<file path="config.mk">
export PLATFORM = sky130hd
export DESIGN_NAME = lane_traffic_gen
export DESIGN_NICKNAME = d
export VERILOG_FILES = /design/src/rtl/lane_traffic_pkg.sv /design/src/rtl/lane_traffic_gen_lane_shifter.sv /design/src/rtl/lane_traffic_gen.sv
export SDC_FILE = /design/constraint.sdc
export NUM_CORES = 1
export LEC_CHECK = 0
export CAP_MARGIN = 20
export CORE_MARGIN = 2
export CORE_UTILIZATION = 51
export DETAILED_ROUTE_END_ITERATION = 8
export PLACE_DENSITY = 0.8
export SLEW_MARGIN = 15
export SYNTH_ARGS = -nofsm -noshare
export SYNTH_HDL_FRONTEND = slang
export SYNTH_SLANG_ARGS = --single-unit
</file>
<file path="constraint.sdc">
create_clock -name LANE_TRAFFIC_GEN_CLOCK -period 2.6 [get_ports LANE_TRAFFIC_GEN_CLOCK]
set_clock_uncertainty 0.1 [all_clocks]
set_input_delay 0.39 -clock LANE_TRAFFIC_GEN_CLOCK [delete_from_list [all_inputs] [get_ports LANE_TRAFFIC_GEN_CLOCK]]
set_output_delay 0.39 -clock LANE_TRAFFIC_GEN_CLOCK [all_outputs]
set_load 0.03 [all_outputs]
</file>
<file path="src/rtl/lane_traffic_pkg.sv">
// Shared definitions for the lane traffic generator: FSM states, speed codes
// and helpers that locate a lane/level entry inside the flattened tables.
package lane_traffic_pkg;

  typedef enum logic [1:0] {
    IDLE = 2'd0,
    LOAD = 2'd1,
    RUN  = 2'd2
  } state_t;

  localparam logic [1:0] SPD_STOP = 2'd0;
  localparam logic [1:0] SPD_SLOW = 2'd1;
  localparam logic [1:0] SPD_NORM = 2'd2;
  localparam logic [1:0] SPD_FAST = 2'd3;

  // Tables are ordered level-major, then lane, so level L occupies one contiguous block
  function automatic int pat_base(input int lvl, input int lane, input int lanes, input int bus_w);
    return ((lvl * lanes) + lane) * bus_w;
  endfunction

  function automatic int spd_base(input int lvl, input int lane, input int lanes);
    return ((lvl * lanes) + lane) * 2;
  endfunction

endpackage

</file>
<file path="src/rtl/lane_traffic_gen_lane_shifter.sv">
// One circular vehicle lane: holds the lane register, a 2-bit tick divider
// selected by the speed code, and rotates one cell per step.
module lane_traffic_gen_lane_shifter
  import lane_traffic_pkg::*;
#(
  parameter int BUS_W  = 8,
  parameter bit DIR_UP = 1'b1
) (
  input  logic             clk,
  input  logic             rst,
  input  logic             load,
  input  logic [BUS_W-1:0] pattern,
  input  logic [1:0]       speed,
  input  logic             tick,
  output logic [BUS_W-1:0] lane,
  output logic             step
);

  logic [1:0]       cnt_q;
  logic [BUS_W-1:0] lane_q;
  logic [BUS_W-1:0] rotated;

  // The divider is sampled before it increments, so slow lanes step on the 4th tick
  always_comb begin
    step = 1'b0;
    if (tick) begin
      case (speed)
        SPD_FAST: step = 1'b1;
        SPD_NORM: step = cnt_q[0];
        SPD_SLOW: step = (cnt_q == 2'd3);
        default:  step = 1'b0;
      endcase
    end
  end

  always_comb begin
    rotated = lane_q;
    if (DIR_UP) rotated = {lane_q[BUS_W-2:0], lane_q[BUS_W-1]};
    else        rotated = {lane_q[0], lane_q[BUS_W-1:1]};
  end

  always_ff @(posedge clk or posedge rst) begin
    if (rst) begin
      cnt_q  <= 2'd0;
      lane_q <= '0;
    end else if (load) begin
      cnt_q  <= 2'd0;
      lane_q <= pattern;
    end else if (tick) begin
      cnt_q <= cnt_q + 2'd1;
      if (step) lane_q <= rotated;
    end
  end

  assign lane = lane_q;

endmodule

</file>
<file path="src/rtl/lane_traffic_gen.sv">
// Multi-lane vehicle traffic generator: load/run FSM, shared base prescaler,
// latched level and per-lane pattern/speed selection from the level tables.
module lane_traffic_gen
  import lane_traffic_pkg::*;
#(
  parameter int                              LANES       = 4,
  parameter int                              BUS_W       = 8,
  parameter int                              NVL_W       = 2,
  parameter int                              PRESC_W     = 3,
  parameter logic [LANES-1:0]                DIR_MASK    = 4'b0101,
  parameter logic [LANES*BUS_W*(2**NVL_W)-1:0] PATTERN_TBL = {16{8'h18}},
  parameter logic [2*LANES*(2**NVL_W)-1:0]   SPEED_TBL   = {16{2'd2}}
) (
  input  logic                   LANE_TRAFFIC_GEN_CLOCK,
  input  logic                   LANE_TRAFFIC_GEN_RESET,
  input  logic [NVL_W-1:0]       LANE_TRAFFIC_GEN_NVL_IN,
  input  logic                   LANE_TRAFFIC_GEN_CN_IN,
  input  logic                   LANE_TRAFFIC_GEN_PAUSE_IN,
  output logic [LANES*BUS_W-1:0] LANE_TRAFFIC_GEN_LANES_OUT,
  output logic [LANES-1:0]       LANE_TRAFFIC_GEN_STEP_OUT,
  output logic [NVL_W-1:0]       LANE_TRAFFIC_GEN_NVL_OUT,
  output logic                   LANE_TRAFFIC_GEN_READY_OUT
);

  state_t             state_q;
  state_t             state_d;
  logic [NVL_W-1:0]   lvl_q;
  logic [NVL_W-1:0]   nvl_q;
  logic [PRESC_W-1:0] presc_q;
  logic               load;
  logic               run_active;
  logic               tick;

  always_ff @(posedge LANE_TRAFFIC_GEN_CLOCK or posedge LANE_TRAFFIC_GEN_RESET) begin
    if (LANE_TRAFFIC_GEN_RESET) state_q <= IDLE;
    else                        state_q <= state_d;
  end

  always_comb begin
    state_d = state_q;
    case (state_q)
      IDLE:    state_d = LOAD;
      LOAD:    state_d = RUN;
      RUN:     if (LANE_TRAFFIC_GEN_CN_IN) state_d = LOAD;
      default: state_d = IDLE;
    endcase
  end

  assign load       = (state_q == LOAD);
  assign run_active = (state_q == RUN) && !LANE_TRAFFIC_GEN_PAUSE_IN;
  assign tick       = run_active && (presc_q == {PRESC_W{1'b1}});

  // The visible level only changes on the load edge so it always matches the patterns
  always_ff @(posedge LANE_TRAFFIC_GEN_CLOCK or posedge LANE_TRAFFIC_GEN_RESET) begin
    if (LANE_TRAFFIC_GEN_RESET) begin
      lvl_q   <= '0;
      nvl_q   <= '0;
      presc_q <= '0;
    end else begin
      if ((state_q == RUN) && LANE_TRAFFIC_GEN_CN_IN) lvl_q <= LANE_TRAFFIC_GEN_NVL_IN;
      if (load) begin
        nvl_q   <= lvl_q;
        presc_q <= '0;
      end else if (run_active) begin
        presc_q <= presc_q + 1'b1;
      end
    end
  end

  for (genvar i = 0; i < LANES; i++) begin : g_lane
    logic [BUS_W-1:0] pattern;
    logic [1:0]       speed;

    assign pattern = PATTERN_TBL[pat_base(int'(lvl_q), i, LANES, BUS_W) +: BUS_W];
    assign speed   = SPEED_TBL[spd_base(int'(lvl_q), i, LANES) +: 2];

    lane_traffic_gen_lane_shifter #(
      .BUS_W  (BUS_W),
      .DIR_UP (DIR_MASK[i])
    ) u_lane (
      .clk     (LANE_TRAFFIC_GEN_CLOCK),
      .rst     (LANE_TRAFFIC_GEN_RESET),
      .load    (load),
      .pattern (pattern),
      .speed   (speed),
      .tick    (tick),
      .lane    (LANE_TRAFFIC_GEN_LANES_OUT[i*BUS_W +: BUS_W]),
      .step    (LANE_TRAFFIC_GEN_STEP_OUT[i])
    );
  end

  assign LANE_TRAFFIC_GEN_NVL_OUT   = nvl_q;
  assign LANE_TRAFFIC_GEN_READY_OUT = (state_q == RUN);

endmodule
</file>
Yosys cells after proc, flatten, opt, wreduce, memory -nomap -nowiden
Index checks and enable logic that the tools add are counted.
Widths: inputs -> output; s select.
{ "classes": {"n_shift": 8, "muxes": 32, "n_reduce_logical": 15, "n_addsub": 8, "n_eq_ne": 20} }
{ "op_table": {"columns": ["cell", "n"], "rows": [
  ["$shiftx 128x32->8 const A", 3],
  ["$shiftx 128x8->8 const A", 1],
  ["$mux 8", 12],
  ["$shiftx 32x7->2 const A", 3],
  ["$shiftx 32x6->2 const A", 1],
  ["$eq 2x2->1 const B", 13],
  ["$mux 2", 9],
  ["$pmux 1 s3", 4],
  ["$reduce_bool 2->1", 6],
  ["$add 4x2->5 const B", 2],
  ["$eq 2x1->1 const B", 5],
  ["$add 2x1->2 const B", 4],
  ["$reduce_and 2->1", 4],
  ["$mux 3", 2],
  ["$pmux 2 s3", 1],
  ["$add 4x1->5 const B", 1],
  ["$mux 1", 4],
  ["$add 3x1->3 const B", 1],
  ["$eq 3x3->1 const B", 1],
  ["$logic_and 1x1->1", 3],
  ["$logic_not 2->1", 1],
  ["$ne 2x2->1 const B", 1],
  ["$logic_not 1->1", 1]
]} }
{ "word_totals": {"output_inout_bits": 39, "wordCells": 95, "ff_bits": 49, "input_bits": 6} }

Logic depth before layout (Yosys ltp)
{ "depth": {"ltp_word": 8, "depth_mapped": 7, "depth_no_buf": 6} }

Modules after synthesis
From an unflattened synthesis, not the netlist that was laid out.
{ "unflattened": {"cells_unflattened": 222, "hier_area_um2": 2596.2} }
{ "by_module_without_submodules": {"columns": ["mod", "seq_area_each_um2", "cells_per_inst", "area_per_inst_um2", "instances"], "rows": [
  ["lane_traffic_gen_lane_shifter", 250.2, 46, 533.0, 4],
  ["lane_traffic_gen", 225.2, 38, 464.2, 1]
]} }

Least setup slack after synthesis
No wires, ideal clock.
{ "synth_path": {"kind": "register to output", "startpoint": "register presc_q[0]", "endpoint": "output port LANE_TRAFFIC_GEN_STEP_OUT[1]", "arrival_ns": 1.484, "n_path_buf": 2, "stages_incl_launch_ff": 7, "required_time_ns": 2.110, "setup_slack_ns": 0.626, "path_cell_list": "dfrtp_1 > ha_1 > ha_1 > and4bb_4 > and2_4 > buf_6 > buf_4"} }
{ "synth_between": {"elab_chain_cells": 3} }
{ "synth_rtl": {"columns": ["element", "line", "source"], "rows": [
  ["start, declared", "lane_traffic_gen.sv:29", "logic [PRESC_W-1:0] presc_q;"],
  ["start signal, assigned", "lane_traffic_gen.sv:65", "presc_q <= presc_q + 1'b1;"],
  ["$eq 3x3->1", "lane_traffic_gen.sv:51", "assign tick = run_active && (presc_q == {PRESC_W{1'b1}});"],
  ["$logic_and 1x1->1", "lane_traffic_gen.sv:51", null],
  ["$mux 1", "lane_traffic_gen_lane_shifter.sv:26", "if (tick) begin"],
  ["end, declared", "lane_traffic_gen.sv:20", "output logic [LANES-1:0] LANE_TRAFFIC_GEN_STEP_OUT,"]
]} }
No other way between the ends.

Worst setup path in the final report
{ "layout_path": {"startpoint": "register presc_q[0]", "endpoint": "output port LANE_TRAFFIC_GEN_STEP_OUT[0]"} }
The elaborated chain is that of the path after synthesis.

==> impl_metrics.json <==
{
  "die_y_um": 69.1,
  "slew_viol_final": 0,
  "portBuffers": 44,
  "post_cts_buffers": 0,
  "hold_depth": 2,
  "placed_area_um2": 2550,
  "reg2reg_slack_ns": 0.79,
  "cts_tree": "built",
  "clockRootBuffer": "clkbuf_8",
  "vias": 1675,
  "syn_avg_cell_area_um2": 10.3,
  "drv_cap": 0,
  "drt_wl_total_mm": 4.39,
  "switching_power_mw": 0.556,
  "grt_use_total": 0.190,
  "fillCellCount": 331,
  "holdPathEnd": "LANE_TRAFFIC_GEN_NVL_OUT[1]",
  "die_width_um": 69.1,
  "stdcell_area_um2": 2660,
  "yosysUniqueCellTypes": 30,
  "seq_power_share": 0.495,
  "cts_made_buffers": 5,
  "synthTopCellsByArea": "dfrtp_1 52%, o21ai_2 9.7%, nand3_1 6.5%",
  "r2r-start": "presc_q[0]",
  "wl_per_cell_um": 14.7,
  "period_share": 0.939,
  "drt_pass1_iterations": 4,
  "grt_max_degree": 46,
  "antenna_found_initial": 0,
  "yosys.area.top_type_share": 0.521,
  "h-tree-depth": 2,
  "min_from": "lvl_q[1]",
  "yosys_warnings": 0,
  "gp_congestion": 0.790,
  "async_flop_share": 1.00,
  "dp.cells": 290,
  "hold_class": "register to register",
  "ios": 45,
  "crit_type": "register to output port",
  "rsz0062_at_grt": "no",
  "status": "completed",
  "fmax_mhz": 410,
  "maxSlewHeadroom": 0.635,
  "antennaDiodeCount": 0,
  "vias_per_cell": 5.62,
  "worst_pin_slew_ns": 0.548,
  "switching_share": 0.331,
  "yosysMostFrequentCell": "dfrtp_1",
  "fin_tns_setup_ns": 0,
  "synthCells": 210,
  "utilization": 0.659,
  "fin_cells": 298,
  "layout.nets": 256,
  "worstPathRequired_ns": 2.11,
  "clock_path_buffers": 2,
  "hold_viol_final": 0,
  "place_hpwl_mm": 2.78,
  "drtIter0Drc": 203,
  "synth.top_cells.by_count": "45 x dfrtp_1, 33 x nand2_1, 28 x nand3_1",
  "ys.flop_type": "dfrtp_1",
  "synth_top_cell_by_area": "dfrtp_1",
  "p_int_mw": 1.12,
  "cp-start-kind": "register",
  "vdd_drop_max_mv": 0.752,
  "setup_viol": 0,
  "critPathMaxFanout": 11,
  "drive_gt1_frac": 0.210,
  "die_area_um2": 4780,
  "critical_path.endpoint_type": "output port",
  "critPathArrivalTime_ns": 1.95,
  "drc": 0,
  "initial_core_util": 0.537,
  "num_rows": 23,
  "leakagePower_nw": 1.09,
  "clock_power_share": 0.260,
  "power_mw": 1.68,
  "min_period_ns": 2.44,
  "r2r-end": "g_lane[0].u_lane.lane[1]",
  "syn-num-nets": 218,
  "clk_pin_slew_ns": 0.07,
  "p_comb_frac": 0.246,
  "area_growth_pct": 22.9,
  "overflow": 0,
  "final_antenna_net_count": 0,
  "core_area_um2": 4030,
  "yosys_register_bits": 45,
  "seq_area_frac_synth": 0.521,
  "grt_pass1_vias": 1498,
  "synth_area_um2": 2160,
  "grt_pass1_wl_mm": 7.29,
  "powerDensity_nw_per_um2": 632,
  "clock_sinks": 45,
  "reg2reg_depth": 6,
  "synth_edf_count": 0,
  "clkLatencyLatePin_ns": 0.31
}
==> how the worst max path moves through the flow <==
stage / depth (start not counted) / from / end / slack, ns
final: 6 / presc_q[0] / LANE_TRAFFIC_GEN_STEP_OUT[0] / 0.16
after global routing: 6 / presc_q[0] / LANE_TRAFFIC_GEN_STEP_OUT[0] / 0.02
after CTS: 6 / presc_q[0] / LANE_TRAFFIC_GEN_STEP_OUT[0] / 0.03
after detailed placement: 5 / LANE_TRAFFIC_GEN_PAUSE_IN / LANE_TRAFFIC_GEN_STEP_OUT[0] / 0.27
after global placement: 4 / LANE_TRAFFIC_GEN_PAUSE_IN / LANE_TRAFFIC_GEN_STEP_OUT[1] / 0.28
after floorplan: 6 / presc_q[0] / LANE_TRAFFIC_GEN_STEP_OUT[1] / 0.63
==> routing by layer <==
metal  GRT usage  wire, um  up-vias  share of wire
li1            -         -      799              -
met1       0.257      1950      816           0.44
met2       0.282      2050       53           0.47
met3      0.0556       324        7          0.074
met4      0.0850        60        0          0.014
met5           0         0        -              0
==> power groups by stage <==
stage               Combinational [mW]  Sequential (mW)  Clock, mW
global route                     0.459            0.842      0.459
CTS                              0.413            0.825      0.443
global placement                 0.404            0.832          0
floorplan                        0.272            0.834          0
finish                           0.412            0.830      0.436
detailed placement               0.409            0.834          0
==> flip-flops by register name (all words and copies together) (netlist names) <==
| register | cells |
|---|---|
| g_lane.u_lane.lane | 32 |
| g_lane.u_lane.cnt_q | 4 |
| presc_q | 3 |
| LANE_TRAFFIC_GEN_NVL_OUT | 2 |
| lvl_q | 2 |
| state_q | 2 |
==> layout by cell type (no fill, tap or decap), drive strengths merged, types with 2 or more instances in the layout <==
master	instances
nand2	33
mux2	2
and2b	2
buf	10
and2	3
nand3	28
a21oi	7
nor2	8
nand2b	2
o2bb2ai	4
inv	3
o211ai	2
and4bb	6
dfrtp	45
clkdlybuf4s50	40
a22oi	2
nor2b	2
o21ai	34
clkbuf	7
ha	2
==> cells by family after synthesis <==
kind of cell               after synthesis  share of synthesized area
adders and majority gates                2                     0.0116
AOI/OAI and AO/OA                       51                      0.174
DFF                                     45                      0.521
and+or+nand+nor                         85                      0.205
buffers and inverters                   24                     0.0741
muxes                                    3                     0.0150
==> critical path, cell delays in order, from the launching register on <==
cell and delay, ns:
dfrtp_1 0.38, ha_1 0.16, ha_2 0.26, and4bb_4 0.36, nand2_1 0.13, inv_1 0.17, buf_4 0.19
==> final cells by class <==
type / instances / area [um^2] / area share
flip-flops and latches: 45 / 1130 / 0.424
multi-input cells: 142 / 891 / 0.335
repair buffers: 50 / 475 / 0.179
clock buffers: 7 / 86.3 / 0.0325
well taps: 50 / 62.6 / 0.0236
inverters: 4 / 15.0 / 0.00565
==> timing repair <==
action | CTS | global route
hold buffers | 0 | 0
endpoints found under the setup margin | 0 | 4
gates resized for setup | 0 | 1
hold endpoints to repair | 0 | 0
==> metrics by stage <==
stage	setup WS, ns	hold slack [ns]
floorplan	0.626	0.333
global placement	0.283	0.348
detailed placement	0.267	0.358
CTS	0.0299	0.366
global route	0.0241	0.405
finish	0.160	0.364
No activity file was read; power rests on OpenSTA's default activity.
